--- config.mk ---
export PLATFORM = sky130hd
export DESIGN_NAME = mdiv_host_loader
export DESIGN_NICKNAME = d
export VERILOG_FILES = /design/src/rtl/mdiv_pkg.sv /design/src/rtl/mdiv_word_mux.sv /design/src/rtl/mdiv_host_loader.sv
export SDC_FILE = /design/constraint.sdc
export NUM_CORES = 1
export LEC_CHECK = 0
export CAP_MARGIN = 20
export CORE_AREA = 2 2 433 435
export CTS_BUF_LIST = sky130_fd_sc_hd__clkbuf_8
export CTS_CLUSTER_SIZE = 20
export DETAILED_ROUTE_END_ITERATION = 8
export DIE_AREA = 0 0 435 437
export GPL_ROUTABILITY_DRIVEN = 0
export GPL_TIMING_DRIVEN = 0
export PLACE_DENSITY = 0.51
export SYNTH_ARGS = -nofsm -noshare
export SYNTH_HDL_FRONTEND = slang
export SYNTH_HIERARCHICAL = 1
export SYNTH_SLANG_ARGS = --single-unit
--- constraint.sdc ---
create_clock -name clk -period 5.85 [get_ports clk]
set_clock_uncertainty 0.15 [all_clocks]
set_input_delay 0.8775 -clock clk [delete_from_list [all_inputs] [get_ports clk]]
set_output_delay 0.8775 -clock clk [all_outputs]
set_load 0.01 [all_outputs]
--- src/rtl/mdiv_pkg.sv ---
// rtl/mdiv_pkg.sv - shared constants and FSM state encoding for the mdiv host loader
package mdiv_pkg;

  localparam int MDIV_DW     = 32;
  localparam int MDIV_NWORDS = 8;
  localparam int MDIV_IDX_W  = 3;

  typedef enum logic [2:0] {
    ST_IDLE,
    ST_LOAD_P,
    ST_LOAD_A,
    ST_LOAD_B,
    ST_KICK,
    ST_WAIT,
    ST_DRAIN,
    ST_DONE
  } mdiv_state_e;

endpackage

--- src/rtl/mdiv_word_mux.sv ---
// rtl/mdiv_word_mux.sv - selects one DW-bit word of a wide operand by word index
module mdiv_word_mux
  import mdiv_pkg::*;
#(
  parameter int DW     = MDIV_DW,
  parameter int NWORDS = MDIV_NWORDS
) (
  input  logic [DW*NWORDS-1:0] data_i,
  input  logic [MDIV_IDX_W-1:0] idx_i,
  output logic [DW-1:0]         word_o
);

  assign word_o = data_i[int'(idx_i)*DW +: DW];

endmodule

--- src/rtl/mdiv_host_loader.sv ---
// rtl/mdiv_host_loader.sv - host driver for the 256-bit modular inverse/division engine
// Optional macro MDIV_LOADER_TIMEOUT_EN adds a WAIT/DRAIN cycle limit and the err output.
module mdiv_host_loader
  import mdiv_pkg::*;
#(
  parameter int DW     = MDIV_DW,
  parameter int NWORDS = MDIV_NWORDS
`ifdef MDIV_LOADER_TIMEOUT_EN
  , parameter int TMO_CYCLES = 65535
`endif
) (
  input  logic                 clk,
  input  logic                 rst,
  input  logic                 start,
  input  logic                 op_inv,
  input  logic [DW*NWORDS-1:0] a_in,
  input  logic [DW*NWORDS-1:0] b_in,
  input  logic [DW*NWORDS-1:0] p_in,
  output logic                 busy,
  output logic                 done,
  output logic [DW*NWORDS-1:0] result,
  output logic [DW-1:0]        datain,
  output logic                 loada,
  output logic                 loadb,
  output logic                 loadp,
  output logic                 minv_mdiv,
  output logic                 minv_mdiv_en,
  input  logic                 minv_mdiv_rdy,
  input  logic [DW-1:0]        result_out,
  input  logic                 out_valid,
`ifdef MDIV_LOADER_TIMEOUT_EN
  output logic                 err,
`endif
  output logic                 out_ready
);

  localparam int OPW = DW * NWORDS;
  localparam logic [MDIV_IDX_W-1:0] LAST_IDX = MDIV_IDX_W'(NWORDS - 1);

  mdiv_state_e           state_q;
  logic [MDIV_IDX_W-1:0] cnt_q;
  logic [OPW-1:0]        a_q, b_q, p_q, result_q;
  logic                  op_q;
  logic [OPW-1:0]        op_sel;

`ifdef MDIV_LOADER_TIMEOUT_EN
  localparam logic [15:0] TMO_LAST = 16'(TMO_CYCLES - 1);
  logic [15:0] tmo_q;
  logic        err_q;
  logic        tmo_hit;

  assign tmo_hit = (tmo_q == TMO_LAST);
  assign err     = err_q;
`endif

  always_ff @(posedge clk or negedge rst) begin
    if (!rst) begin
      state_q  <= ST_IDLE;
      cnt_q    <= '0;
      a_q      <= '0;
      b_q      <= '0;
      p_q      <= '0;
      op_q     <= 1'b0;
      result_q <= '0;
`ifdef MDIV_LOADER_TIMEOUT_EN
      tmo_q    <= '0;
      err_q    <= 1'b0;
`endif
    end else begin
      case (state_q)
        ST_IDLE: begin
          if (start) begin
            a_q     <= a_in;
            b_q     <= b_in;
            p_q     <= p_in;
            op_q    <= op_inv;
            cnt_q   <= '0;
            state_q <= ST_LOAD_P;
`ifdef MDIV_LOADER_TIMEOUT_EN
            err_q   <= 1'b0;
`endif
          end
        end
        ST_LOAD_P: begin
          if (cnt_q == LAST_IDX) begin
            cnt_q   <= '0;
            state_q <= ST_LOAD_A;
          end else begin
            cnt_q <= cnt_q + 1'b1;
          end
        end
        ST_LOAD_A: begin
          if (cnt_q == LAST_IDX) begin
            cnt_q   <= '0;
            state_q <= op_q ? ST_KICK : ST_LOAD_B;
          end else begin
            cnt_q <= cnt_q + 1'b1;
          end
        end
        ST_LOAD_B: begin
          if (cnt_q == LAST_IDX) begin
            cnt_q   <= '0;
            state_q <= ST_KICK;
          end else begin
            cnt_q <= cnt_q + 1'b1;
          end
        end
        ST_KICK: state_q <= ST_WAIT;
        ST_WAIT: begin
`ifdef MDIV_LOADER_TIMEOUT_EN
          if (tmo_hit) begin
            err_q   <= 1'b1;
            state_q <= ST_DONE;
          end else
`endif
          if (minv_mdiv_rdy) state_q <= ST_DRAIN;
        end
        ST_DRAIN: begin
          // A word arriving on the expiry cycle is still kept.
          if (out_valid) begin
            result_q[int'(cnt_q)*DW +: DW] <= result_out;
            cnt_q <= (cnt_q == LAST_IDX) ? '0 : cnt_q + 1'b1;
            if (cnt_q == LAST_IDX) state_q <= ST_DONE;
          end
`ifdef MDIV_LOADER_TIMEOUT_EN
          if (tmo_hit) begin
            err_q   <= 1'b1;
            cnt_q   <= '0;
            state_q <= ST_DONE;
          end
`endif
        end
        ST_DONE: state_q <= ST_IDLE;
        default: state_q <= ST_IDLE;
      endcase
`ifdef MDIV_LOADER_TIMEOUT_EN
      if (state_q == ST_WAIT || state_q == ST_DRAIN) tmo_q <= tmo_q + 16'd1;
      else                                           tmo_q <= '0;
`endif
    end
  end

  always_comb begin
    op_sel = '0;
    case (state_q)
      ST_LOAD_P: op_sel = p_q;
      ST_LOAD_A: op_sel = a_q;
      ST_LOAD_B: op_sel = b_q;
      default:   op_sel = '0;
    endcase
  end

  mdiv_word_mux #(
    .DW     (DW),
    .NWORDS (NWORDS)
  ) u_word_mux (
    .data_i (op_sel),
    .idx_i  (cnt_q),
    .word_o (datain)
  );

  assign loadp        = (state_q == ST_LOAD_P);
  assign loada        = (state_q == ST_LOAD_A);
  assign loadb        = (state_q == ST_LOAD_B);
  assign minv_mdiv_en = (state_q == ST_KICK);
  assign out_ready    = (state_q == ST_DRAIN);
  assign done         = (state_q == ST_DONE);
  assign busy         = (state_q != ST_IDLE) && (state_q != ST_DONE);
  assign minv_mdiv    = busy & op_q;
  assign result       = result_q;

endmodule

After elaboration in Yosys (flattened, before gate mapping)
Cells that the tools add are included.
{"block": "word_totals", "reg_bits": 1031, "in_bits": 806, "word_cells": 53}
{"block": "op_classes", "n_addsub": 2, "n_eq_ne": 16, "shift": 3, "n_mux": 15, "n_bitwise": 1, "n_reduce_logical": 9}
{"op": "256-bit one-hot mux with 3 select lines", "n": 1}
{"op": "256-bit bitwise mux", "n": 1}
{"op": "32-bit by 33-bit variable shift with 256-bit output (first input constant)", "n": 1}
{"op": "256-bit by 9-bit indexed part select with 32-bit output", "n": 1}
{"op": "32-bit by 33-bit indexed part select with 256-bit output", "n": 1}
{"op": "3-bit 2-to-1 mux", "n": 11}
{"op": "8-bit negation with 33-bit output", "n": 1}
{"op": "3-bit one-hot mux with 8 select lines", "n": 1}
{"op": "3-bit equality test (second input constant)", "n": 5}
{"op": "3-bit one-hot mux with 3 select lines", "n": 1}
{"op": "2-bit by 1-bit != test with 1-bit output (second input constant)", "n": 4}
{"op": "7-bit AND reduction", "n": 1}
{"op": "3-bit by 2-bit equality test with 1-bit output (second input constant)", "n": 2}
{"op": "2-bit != test (second input constant)", "n": 3}
{"op": "3-bit nonzero test", "n": 2}
{"op": "2-bit AND reduction", "n": 2}
{"op": "3-bit by 1-bit adder with 3-bit output (second input constant)", "n": 1}
{"op": "3-bit by 1-bit equality test with 1-bit output (second input constant)", "n": 1}
{"op": "3-bit logical NOT", "n": 1}
{"op": "3-bit != test (second input constant)", "n": 1}
{"op": "3-bit AND reduction", "n": 1}
{"op": "3-bit OR reduction", "n": 1}
{"op": "1-bit bitwise AND", "n": 1}
{"op": "1-bit logical AND", "n": 1}

Depth between registers and ports, before layout
{"block": "logic_depth", "word_depth": 4, "mapped_depth": 11, "depth_no_buf": 6}

Modules after synthesis
Netlist, hierarchy kept.
{"mod": "mdiv_host_loader", "n_inst": 1, "cells_each": 3380, "area_each_um2": 46125.5}
{"mod": "mdiv_word_mux", "n_inst": 1, "cells_each": 114, "area_each_um2": 2073.2}

Worst setup path before layout
OpenSTA, ideal clock, no wires.
{"block": "synth_path", "kind": "register to output", "startpoint": "register state_q[1]", "endpoint": "output datain[12]", "arrival_ps": 2296, "required_time_ps": 4823, "setup_slack_ps": 2527, "path_stages_with_launch": 9, "n_path_buf": 3, "path_cell_list": "dfrtp_1 -> buf_2 -> buf_2 -> buf_2 -> mux2_2 -> a22oi_1 -> nor2_1 -> mux4_1 -> mux2_2"}
{"block": "synth_between", "elab_chain_cells": 3, "elab_cells_between_ends": 5, "classes_between": "3 x eq/ne; 1 x shift; 1 x mux"}
{"item": "start, declared", "line": "mdiv_host_loader.sv:40", "text": "mdiv_state_e state_q;"}
{"item": "start signal, assigned", "line": "mdiv_host_loader.sv:95", "text": "state_q <= op_q ? ST_KICK : ST_LOAD_B;"}
{"item": "3-bit by 2-bit equality test with 1-bit output or 3-bit by 1-bit equality test with 1-bit output (tied branches)", "line": "mdiv_host_loader.sv:145", "text": "case (state_q)"}
{"item": "256-bit one-hot mux with 3 select lines (*)", "line": "mdiv_host_loader.sv:145"}
{"item": "named net op_sel[204]", "line": "mdiv_host_loader.sv:44", "text": "logic [OPW-1:0] op_sel;"}
{"item": "256-bit by 9-bit indexed part select with 32-bit output (*)", "line": "mdiv_word_mux.sv:13", "text": "assign word_o = data_i[int'(idx_i)*DW +: DW];"}
{"item": "end, declared", "line": "mdiv_host_loader.sv:22", "text": "output logic [DW-1:0] datain,"}
Mark *: on every way through the listed nets, which the timed path passes. The rest lies on a longest branch.

Worst setup path after layout
{"block": "layout_path", "startpoint": "register state_q[0]", "endpoint": "output datain[24]"}
The elaborated chain is that of the path after synthesis.

==> metrics <==
#FFs+latches synth 1,031; Synth Net Count 4,307; Synth area leaders dfrtp_1 54%, mux2_2 17%, mux2_1 12%; Die Ht 437 µm; Core ar. 185,000 µm²; Slew @ Worst Pin 996 ps; share of cells above drive strength 1 0.261; final net count 5,607; Most common cell on crit path clkbuf_2; f_max 174 MHz; pin count of the biggest net entering global routing 167; initial antenna violation count 122; post-synthesis mux area share 0.338; post-detail-place hpwl 190,000 µm; Syn. warnings 6; DP Cell Count 7,082; top cells by count, synth 1,031 x dfrtp_1, 730 x mux2_2, 515 x mux2_1, 267 x nor2_1, 256 x a22oi_1; status complete, no violations; crit path launch type register; peak supply drop 0.239 mV; total grt overflow 0; Final Hold Viols 0; post-route setup slack 101 ps; crit share post-route 0.983; slowest CP cell clkdlybuf4s50_1; dpl cell area 62,500 µm²; root buffer cell clkbuf_8; Area growth syn-to-layout 38.4%; I/O Pins 1,102; predominant post-synthesis flop cell dfrtp_1; max cap viols 0; fill cell count 18,500; Arrival @ worst endpoint 4720 ps; clk sink count 1,031; DRT Pass-1 Iters 6; DRC 0; Post-synth ARST share 1.00; pre-CTS WS 97.2 ps; required time of the critical path 4820 ps; worst hold path type reg2reg; Worst-path clk slew 60 ps; clock latency at the later pin of the worst-skew pair 970 ps; WL/cell 31.6 µm; complex-gate fraction of the synthesized area 0.0427; post-synth top area cell dfrtp_1; Via Count 35,900; CTS Buf Count 190; max-slew violations 0; Syn Std Cell Area 48,200 µm²; Die Span X 435 µm; Post-Synth XOR/XNOR Area 0; CP Capture Type output port; worst-path cell chain clkbuf_2, clkbuf_2, clkbuf_1, a22oi_2, nor2_1, mux4_2, mux2_2, clkdlybuf4s50_1; Setup Fix Bufs, Post-CTS 0; die area 190,000 µm²; number of flops mapped to enable cells by yosys 0; Post-Synth Adder-Cell Area 0.00182; row count 158; cell count after synthesis 3,494; final setup fails 0; antenna-violating nets left 0; max incr delay on CP 770 ps; initial core utilization 0.260; H-Tree Depth 4; number of global-route vias before repair 37,500; Period minus WS final 5750 ps; area share of the largest cell type after synthesis 0.535; leakage power 29.0 nW; Crit Path Class reg2out; Rel. slew slack 0.336; Synth Area in Simple Gates 0.0450; Final Util 0.360; clk buf depth 3; All-Layer GR Usage 0.243; most frequent cell after synthesis dfrtp_1; PD cells 552 nW/µm²; Port-buffer cells 1,101; non-filler cells in the finished layout 7,476; Synth cell types 50; crit path max fanout 11; CTS tree yes; Mapped Avg Cell Area 13.8 µm²; Post-Route WL 236,000 µm; largest family of logic cells by synthesized area multiplexers; part of the Yosys area used for sequential elements 0.535; cell area after layout 66,700 µm²; first-pass GRT wire length 318,000 µm; DR iter-0 viols 2,442; vias per std cell 4.81
==> sequential cells by signal (all words and copies together) (netlist names) <==
name     count
a_q        256
result     256
cnt_q        3
state_q      3
b_q        256
p_q        256
op_q         1
==> logic make-up after synthesis <==
kind of cell | count (synthesis)
compound gates | 274
fa+ha+maj | 7
buf+inv | 343
flops | 1031
mux | 1378
simple gates | 461
==> cell usage in the layout (no fill, tap or decap), types with 3 or more instances in the layout <==
master,count
a21oi_1,3
a22oi_1,230
a22oi_2,26
and2_1,34
and3_1,53
buf_1,11
buf_16,8
buf_2,74
buf_4,83
buf_6,20
clkbuf_1,61
clkbuf_2,16
clkbuf_4,3
clkbuf_8,239
clkdlybuf4s50_1,1093
clkinv_2,11
dfrtp_1,1031
diode_2,56
dlygate4sd2_1,7
ha_1,7
inv_1,147
inv_6,4
inv_8,3
mux2_1,515
mux2_2,730
mux2i_1,69
mux4_1,27
mux4_2,37
nand2_1,73
nand2b_1,5
nand3_1,3
nor2_1,255
nor2_2,12
nor3b_1,3
nor4b_4,3
==> worst max-delay path, delay by kind of cell, from the launching register on <==
kind	cells	cell delay, ps
buffers and inverters	4	2210
multiplexers	2	570
flip-flops	1	450
AND/OR/NAND/NOR	1	310
AO/OA/AOI/OAI	1	230
==> routing by layer <==
layer	vias up	wire, µm	track usage
li1	15300	-	-
met1	18700	89300	0.272
met2	1388	120000	0.425
met3	473	14700	0.0644
met4	82	11700	0.119
met5	-	502	0
==> through the flow <==
step | setup TNS [ps] | power (W) | hold WS (ps)
2_1_floorplan | 0 | 0.0206 | 302
3_3_place_gp | - | 0.0296 | 311
3_5_place_dp | 0 | 0.0296 | 318
4_1_cts | -4.64 | 0.0371 | 181
5_1_grt | -10.5 | 0.0384 | 264
6_report | 0 | 0.0368 | 329
==> path summary, 6_finish.rpt <==
path                             from         end  slack [ps]  cells past startpoint
max                        state_q[0]  datain[24]         100                      8
min                           b_q[82]     b_q[82]         330                      1
max reg2reg                  cnt_q[0]  result[26]        1240                     11
min reg2reg                   b_q[82]     b_q[82]         330                      1
max in group asynchronous         rst    b_q[243]        2780                      5
min in group asynchronous         rst     b_q[45]         380                      2
==> where the power goes <==
group          internal, W  switching [W]  total [W]
Sequential          0.0102        0.00172     0.0119
Combinational      0.00764         0.0102     0.0178
Clock              0.00371        0.00337    0.00708
Total               0.0216         0.0153     0.0368
==> timing repair <==
item	CTS	global route
gates resized for setup	108	3
endpoints found under the hold margin	106	0
pin swaps	1	0
hold buffers	1	0
setup endpoints to repair	32	2
cloned	0	0
==> area by class of cell <==
cell class / instances / area [µm²] / share of cell area
inverter: 72 / 270 / 0.00405
timing repair buffer: 1109 / 11200 / 0.168
buffer: 270 / 1610 / 0.0242
clock inverter: 99 / 508 / 0.00762
antenna: 56 / 140 / 0.00210
sequential: 1031 / 25800 / 0.387
clock buffer: 239 / 3290 / 0.0493
multi-input combinational: 2120 / 20700 / 0.311
tap: 2480 / 3100 / 0.0465
No activity file was read; power rests on OpenSTA's default activity.
